[config.mk]
export PLATFORM = sky130hd
export DESIGN_NAME = rs232_send_arbiter
export DESIGN_NICKNAME = d
export VERILOG_FILES = /design/src/rtl/rs232_send_arbiter_pkg.sv /design/src/rtl/rs232_rr_pick.sv /design/src/rtl/rs232_send_arbiter.sv
export SDC_FILE = /design/constraint.sdc
export NUM_CORES = 1
export LEC_CHECK = 0
export CORE_ASPECT_RATIO = 0.9
export CORE_MARGIN = 4
export CORE_UTILIZATION = 44
export DETAILED_ROUTE_END_ITERATION = 16
export GPL_TIMING_DRIVEN = 0
export PLACE_DENSITY = 0.86
export SLEW_MARGIN = 20
export SYNTH_ARGS = -nofsm -noshare
export SYNTH_HDL_FRONTEND = slang
export SYNTH_SLANG_ARGS = --single-unit
[constraint.sdc]
create_clock -name clock -period 2.7 [get_ports clock]
set_input_delay 0.81 -clock clock [delete_from_list [all_inputs] [get_ports clock]]
set_output_delay 0.81 -clock clock [all_outputs]
set_load 0.02 [all_outputs]
[src/rtl/rs232_send_arbiter_pkg.sv]
// Constants shared by the rs232 send path (byte width and default line timing).
package rs232_send_arbiter_pkg;
    localparam int RS232_BYTE_W = 8;
    localparam int CLOCK_FREQ   = 50_000_000;
    localparam int BAUD_RATE    = 115_200;

    // Index width for a port count; never narrower than one bit.
    function automatic int ow_of(input int ports);
        return (ports > 1) ? $clog2(ports) : 1;
    endfunction
endpackage

[src/rtl/rs232_rr_pick.sv]
// Combinational round-robin picker: first set request at or after ptr, wrapping at PORTS.
module rs232_rr_pick #(
    parameter int PORTS = 4,
    parameter int OW    = 2
) (
    input  logic [PORTS-1:0] req,
    input  logic [OW-1:0]    ptr,
    output logic             any,
    output logic [OW-1:0]    idx
);
    logic [2*PORTS-1:0] dbl;
    logic               found;

    // Low half holds requests at/after ptr, high half the full set as the wrapped fallback.
    always_comb begin
        dbl = '0;
        for (int i = 0; i < PORTS; i++) begin
            dbl[i]         = req[i] && (i >= int'(ptr));
            dbl[PORTS + i] = req[i];
        end
        any   = |req;
        idx   = '0;
        found = 1'b0;
        for (int i = 0; i < 2*PORTS; i++) begin
            if (!found && dbl[i]) begin
                found = 1'b1;
                idx   = (i >= PORTS) ? OW'(i - PORTS) : OW'(i);
            end
        end
    end
endmodule

[src/rtl/rs232_send_arbiter.sv]
// Packet-atomic round-robin arbiter sharing one rs232_send byte channel among PORTS requesters.
module rs232_send_arbiter
    import rs232_send_arbiter_pkg::*;
#(
    parameter int  PORTS   = 4,
    parameter int  TIMEOUT = 1024,
    localparam int OW      = ow_of(PORTS)
) (
    input  logic                      clock,
    input  logic                      reset_n,
    input  logic [PORTS*8-1:0]        in_data,
    input  logic [PORTS-1:0]          in_valid,
    input  logic [PORTS-1:0]          in_last,
    output logic [PORTS-1:0]          in_ready,
    output logic [RS232_BYTE_W-1:0]   out_data,
    output logic                      out_valid,
    input  logic                      out_ready,
    output logic [OW-1:0]             owner,
    output logic                      busy,
    output logic                      timeout_pulse
);
    localparam int CW = (TIMEOUT > 0) ? $clog2(TIMEOUT + 1) : 1;

    typedef enum logic {IDLE, LOCKED} state_t;

    state_t                                 state;
    logic [OW-1:0]                          rr_ptr;
    logic [CW-1:0]                          idle_cnt;
    logic [PORTS-1:0][RS232_BYTE_W-1:0]     in_bytes;
    logic                                   out_free;
    logic                                   owner_valid;
    logic                                   owner_last;
    logic                                   accept;
    logic                                   expire;
    logic                                   pick_any;
    logic [OW-1:0]                          pick_idx;
    logic [OW-1:0]                          next_ptr;

    assign in_bytes    = in_data;
    assign out_free    = !out_valid || out_ready;
    assign owner_valid = in_valid[owner];
    assign owner_last  = in_last[owner];
    assign accept      = (state == LOCKED) && owner_valid && out_free;
    assign next_ptr    = (owner == OW'(PORTS - 1)) ? '0 : owner + 1'b1;
    assign expire      = (TIMEOUT != 0) && (idle_cnt == CW'(TIMEOUT - 1)) && !owner_valid;

    always_comb begin
        in_ready = '0;
        for (int i = 0; i < PORTS; i++)
            in_ready[i] = (state == LOCKED) && (owner == OW'(i)) && out_free;
    end

    rs232_rr_pick #(.PORTS(PORTS), .OW(OW)) u_pick (
        .req (in_valid),
        .ptr (rr_ptr),
        .any (pick_any),
        .idx (pick_idx)
    );

    always_ff @(posedge clock or negedge reset_n) begin
        if (!reset_n) begin
            state         <= IDLE;
            out_valid     <= 1'b0;
            out_data      <= '0;
            owner         <= '0;
            rr_ptr        <= '0;
            busy          <= 1'b0;
            timeout_pulse <= 1'b0;
            idle_cnt      <= '0;
        end else begin
            timeout_pulse <= 1'b0;
            if (accept) begin
                out_data  <= in_bytes[owner];
                out_valid <= 1'b1;
            end else if (out_ready) begin
                out_valid <= 1'b0;
            end
            case (state)
                IDLE: begin
                    if (pick_any) begin
                        owner    <= pick_idx;
                        state    <= LOCKED;
                        busy     <= 1'b1;
                        idle_cnt <= '0;
                    end
                end
                LOCKED: begin
                    // A last beat wins over expiry; the two cannot both carry valid anyway.
                    if (accept && owner_last) begin
                        state  <= IDLE;
                        busy   <= 1'b0;
                        rr_ptr <= next_ptr;
                    end else if (expire) begin
                        state         <= IDLE;
                        busy          <= 1'b0;
                        rr_ptr        <= next_ptr;
                        timeout_pulse <= 1'b1;
                    end else if (owner_valid) begin
                        idle_cnt <= '0;
                    end else if (idle_cnt != '1) begin
                        idle_cnt <= idle_cnt + 1'b1;
                    end
                end
                default: state <= IDLE;
            endcase
        end
    end
endmodule

==> results of run 1 <==
-- final cells by class --
cell class | count | area [um2]
buffer | 4 | 23.8
clock buffer | 4 | 45.0
fill | 264 | 1160
inverter | 6 | 22.5
multi-input combinational | 102 | 931
sequential | 27 | 676
tap | 44 | 55.1
timing repair buffer | 59 | 566
-- worst min path at each step --
stage | end | slack (ns) | cells past startpoint | start
CTS | busy | 0.50 | 1 | busy
floorplan | idle_cnt[5] | 0.47 | 1 | idle_cnt[5]
finish | busy | 0.49 | 1 | busy
global route | busy | 0.51 | 1 | busy
detailed placement | busy | 0.47 | 1 | busy
global placement | busy | 0.47 | 1 | busy
-- worst max-delay path, cell delays in order --
cell	delay, ns
clkdlybuf4s50_1	0.52
mux4_2	0.63
and4_4	0.26
a31oi_4	0.21
mux2_4	0.33
-- metal layers --
metal | vias to the layer above | GRT usage | share of wire
met5 | - | 0 | 0
met4 | 0 | 0.0461 | 0.0084
met3 | 5 | 0.0380 | 0.052
met2 | 51 | 0.351 | 0.55
met1 | 703 | 0.241 | 0.39
li1 | 666 | - | -
-- sequential cells by signal, indices dropped and copies added, names as in the netlist --
register and flops:
busy 1, idle_cnt 11, out_data 8, out_valid 1, owner 2, rr_ptr 2
state 1, timeout_pulse 1
-- metrics by stage --
step                worst slack [ns]  hold WS (ns)  setup TNS (ns)
floorplan                      0.489         0.474               0
global placement              -0.414         0.468           -1.91
detailed placement            -0.398         0.474           -2.16
CTS                           0.0417         0.499               0
global route                  0.0565         0.511               0
finish                         0.115         0.494               0
-- power by group --
group | leakage [nW] | switching (mW) | internal, mW
Clock | 0.0228 | 0.128 | 0.106
Combinational | 0.613 | 0.629 | 0.662
Sequential | 0.339 | 0.126 | 0.540
Total | 0.975 | 0.883 | 1.31
-- cell families after synthesis --
group                      count (synthesis)  share of synthesized area
buffers and inverters                     10                     0.0267
AOI/OAI and AO/OA                         37                      0.155
muxes                                     23                      0.229
DFF                                       27                      0.411
adders and majority gates                  5                     0.0381
and+or+nand+nor                           37                      0.139
-- repair_timing --
action	in CTS	in global routing
pin swaps	0	0
setup endpoints to repair	4	4
hold buffers	0	0
cloned	0	0
gates resized for setup	15	4
-- cells in the final DEF, fill, tap and decap left out, types with 3 or more instances in the layout --
cell	synthesis	layout
nand2_1	7	7
and3_1	8	8
mux4_2	10	10
o21ai_0	4	4
nor2_1	4	4
buf_2	2	6
a41oi_1	3	3
ha_1	5	5
nand3_1	3	3
o21ai_1	3	3
clkbuf_8	0	3
clkdlybuf4s50_1	0	54
a31oi_1	4	4
inv_1	6	6
mux2_2	8	8
a21oi_1	11	11
dfrtp_1	27	27
==> flow_summary.ini, run 1 <==
[die]
die_area_um2 = 4780
num_rows = 20
io_pins = 60
core_um2 = 3480
die_y_um = 66.0
initial_core_util = 0.472
die_w_um = 72.4

[cts]
postCtsSetupBuffers = 0
clk_latency_ns = 0.28
cts_tree = yes
clock_sinks = 27
clockRootBuffer = clkbuf_8
clkTransAtPathRegs_ns = 0.09
clk_path_buf_depth = 2
htreeDepth = 1
numCtsBuffers = 3

[synth]
yosysTopAreaCell = dfrtp_1
yosys_warnings = 0
ys_seq_elements = 27
synth_edf_count = 0
synth_top_area_share = 0.411
synthTopCellsByCount = dfrtp_1 (27), a21oi_1 (11), mux4_2 (10)
yosysSeqAreaShare = 0.411
async_flop_share = 1.00
syn_nets = 187
synth_area_leaders = dfrtp_1 (41%), mux4_2 (14%), mux2_2 (5.5%)
synth_ff_type = dfrtp_1
synth_area_um2 = 1640
yosys.cell_count.top_type = dfrtp_1
synth_cells = 139
syn_area_per_cell_um2 = 11.8
synth.distinct_cells = 41

[timing]
min_period_ns = 2.58
slew-limit-headroom = 0.562
max_slew.worst_pin.slew_ns = 0.653
max_freq_mhz = 387
fin_skew_ns = 0.00447
hold_viol_final = 0
rsz0062_at_grt = false
setup_viol = 0
fin_crit_sh = 0.957
slew_violations = 0

[setup_path]
path_max_fanout = 7
r2r-start = idle_cnt[0]
reg2reg_setup_slack_ns = 0.52
timing.rr.end = rr_ptr[0]
worstRegToRegCells = 5
crit_arrival_ns = 2.75
crit_type = input port to register
crit_start = in_valid[3]
crit_path_start_kind = input port
worstSetupEndpointType = register
worstSetupEndpoint = rr_ptr[0]
required_ns = 2.87

[final_layout]
antenna_cells = 0
drive_gt1_frac = 0.198
syn_to_final_growth_pct = 41.1
finalInstanceArea_um2 = 2320
fin_cells = 246
nets = 251
final_core_util = 0.667

[drt]
routed_wl_um = 4410
route.detailed.drc = 0
dr.pass1.iters = 4
drt_iter0_drc = 77
drtAntennaViolNets = 0
drt-vias-per-instance = 5.79
vias = 1425
routedWlPerCell_um = 17.9

[placement]
dpl.cell_count = 242
place_area_um2 = 2280
port_buffers = 59
globalplace.congestion = 0.850
hpwl_um = 3510

[power]
p_per_area_nw_per_um2 = 945
worst_ir_drop_vdd_v = 0.000692
finalPower_mw = 2.19
power_leakage_nw = 0.975

[global_route]
grt_overflow = 0
grt_usage = 0.195
grt_pass1_wl_um = 7110
antenna_found_initial = 0
grt_pass1_vias = 1454
grt_max_degree = 28

[run_status]
outcome = finished clean

[hold_path]
hold_class = register to register

[run]
drv_cap = 0
Note: power is estimated with default switching activity, not from simulation.
==> run 2, diff against run 1 <==
--- a/config.mk
+++ b/config.mk
@@ -5,12 +5,14 @@
 export SDC_FILE = /design/constraint.sdc
 export NUM_CORES = 1
 export LEC_CHECK = 0
+export CELL_PAD_IN_SITES_DETAIL_PLACEMENT = 0
+export CELL_PAD_IN_SITES_GLOBAL_PLACEMENT = 2
 export CORE_ASPECT_RATIO = 0.9
 export CORE_MARGIN = 4
-export CORE_UTILIZATION = 44
+export CORE_UTILIZATION = 27
 export DETAILED_ROUTE_END_ITERATION = 16
 export GPL_TIMING_DRIVEN = 0
-export PLACE_DENSITY = 0.86
+export PLACE_DENSITY = 0.85
 export SLEW_MARGIN = 20
 export SYNTH_ARGS = -nofsm -noshare
 export SYNTH_HDL_FRONTEND = slang
==> flow_summary.ini, run 2 (synthesis results as in run 1) <==
[run_status]
outcome = finished clean

[drt]
vias = 1369
route.detailed.drc = 0
routedWlPerCell_um = 15.4
routed_wl_um = 4190
drtAntennaViolNets = 0
dr.pass1.iters = 4
drt-vias-per-instance = 5.03
drt_iter0_drc = 77

[timing]
rsz0062_at_grt = false
fin_skew_ns = 0.00434
min_period_ns = 2.58
fin_crit_sh = 0.957
slew_violations = 0
slew-limit-headroom = 0.520
setup_viol = 0
max_freq_mhz = 387
whs_ns = 0.490
max_slew.worst_pin.slew_ns = 0.717
hold_viol_final = 0
finalSetupTns_ns = 0
setup_slack_ns = 0.117

[final_layout]
antenna_cells = 0
largest_reg_flops = 11
final_cell_mix = clkdlybuf4s50_1 (54), dfrtp_1 (26), a21oi_1 (11), mux4_2 (10)
top_regs = idle_cnt: 11 flops, out_data: 8 flops
seqCellArea_um2 = 677
nFillCells = 583
regMostFlops = idle_cnt
multi_input_area_um2 = 931
nets = 251
final_common_cell = clkdlybuf4s50_1
drive_gt1_frac = 0.203
syn_to_final_growth_pct = 43.2

[setup_path]
crit_arrival_ns = 2.75
crit_chain = clkdlybuf4s50_1, mux4_2, and4_4, a31oi_4, mux2_4
required_ns = 2.87
crit_path_start_kind = input port
critical_path.slowest_cell = mux4_2
r2r-start = idle_cnt[0]
worstSetupEndpointType = register
path_max_fanout = 7
crit_type = input port to register
worstRegToRegCells = 5
max_stage_delay_ns = 0.62
timing.rr.end = rr_ptr[1]
reg2reg_setup_slack_ns = 0.47

[global_route]
grt_max_degree = 28
grt_pass1_wl_um = 6760
grt_overflow = 0
grt_pass1_vias = 1326
grt_usage = 0.113
antenna_found_initial = 0

[hold_path]
hold_class = register to register
worstHoldStart = busy
hold_depth = 1
hold_path_end = busy

[power]
p_per_area_nw_per_um2 = 929
worst_ir_drop_vdd_v = 0.000513
finalPower_mw = 2.19
power_leakage_nw = 0.974

[cts]
clk_path_buf_depth = 2
clk_latency_ns = 0.27
clkTransAtPathRegs_ns = 0.09
clock_sinks = 27
htreeDepth = 1
numCtsBuffers = 3
cts_tree = yes
ctsHoldBuffers = 0
clockRootBuffer = clkbuf_8

[die]
die_y_um = 82
num_rows = 26
die_w_um = 90.2
io_pins = 60
initial_core_util = 0.284
die_area_um2 = 7400
core_um2 = 5790

[placement]
pre_cts_slack_ns = -0.424
hpwl_um = 3170
globalplace.congestion = 0.743
port_buffers = 59

[run]
drv_cap = 0
## run 2: cell counts in the layout (fill, tap and decap cells not counted)
Identical to the previous run, type by type.
## run 2: repair_timing
action / CTS / global route
setup buffers: 0 / 0
setup endpoints to repair: 4 / 4
gates resized for setup: 15 / 5
## run 2: worst max-delay path by stage
stage	from	endpoint	slack, ns
6_report	in_valid[3]	rr_ptr[1]	0.12
5_1_grt	in_valid[3]	rr_ptr[1]	0.07
4_1_cts	out_ready	in_ready[3]	0.04
3_5_place_dp	out_ready	in_ready[1]	-0.42
3_3_place_gp	out_ready	in_ready[0]	-0.42
2_1_floorplan	in_valid[3]	rr_ptr[0]	0.49
## run 2: routing by layer
metal / part of all wire / wire [um] / track usage / vias up
li1: - / - / - / 666
met1: 0.48 / 2000 / 0.164 / 659
met2: 0.45 / 1890 / 0.166 / 40
met3: 0.061 / 255 / 0.0339 / 4
met4: 0.0081 / 34 / 0.0229 / 0
met5: 0 / 0 / 0 / -
## run 2: power by group
group,switching (mW),leakage (nW),internal [mW],total [mW]
registers,0.121,0.338,0.542,0.663
logic,0.631,0.613,0.662,1.29
clock network,0.125,0.0228,0.106,0.231
total,0.877,0.974,1.31,2.19
## run 2: metrics by stage
stage	instances	utilization	instance area, um2
CTS	272	0.410	2380
floorplan	139	-	1640
finish	272	0.406	2350
global route	272	0.406	2350
global placement	268	0.401	2320
detailed placement	268	0.400	2320
## run 2: final cells by class
type / instances / share of cell area
Buffer: 4 / 0.0101
Tap cell: 70 / 0.0372
Inverter: 6 / 0.00957
Multi-Input combinational cell: 102 / 0.396
Sequential cell: 27 / 0.288
Clock buffer: 4 / 0.0191
Timing Repair Buffer: 59 / 0.240
## run 2: worst max-delay path, delay by kind of cell
kind / cells / cell delay (ns)
buffers and inverters: 1 / 0.51
AND/OR/NAND/NOR: 1 / 0.27
multiplexers: 2 / 0.94
AO/OA/AOI/OAI: 1 / 0.21
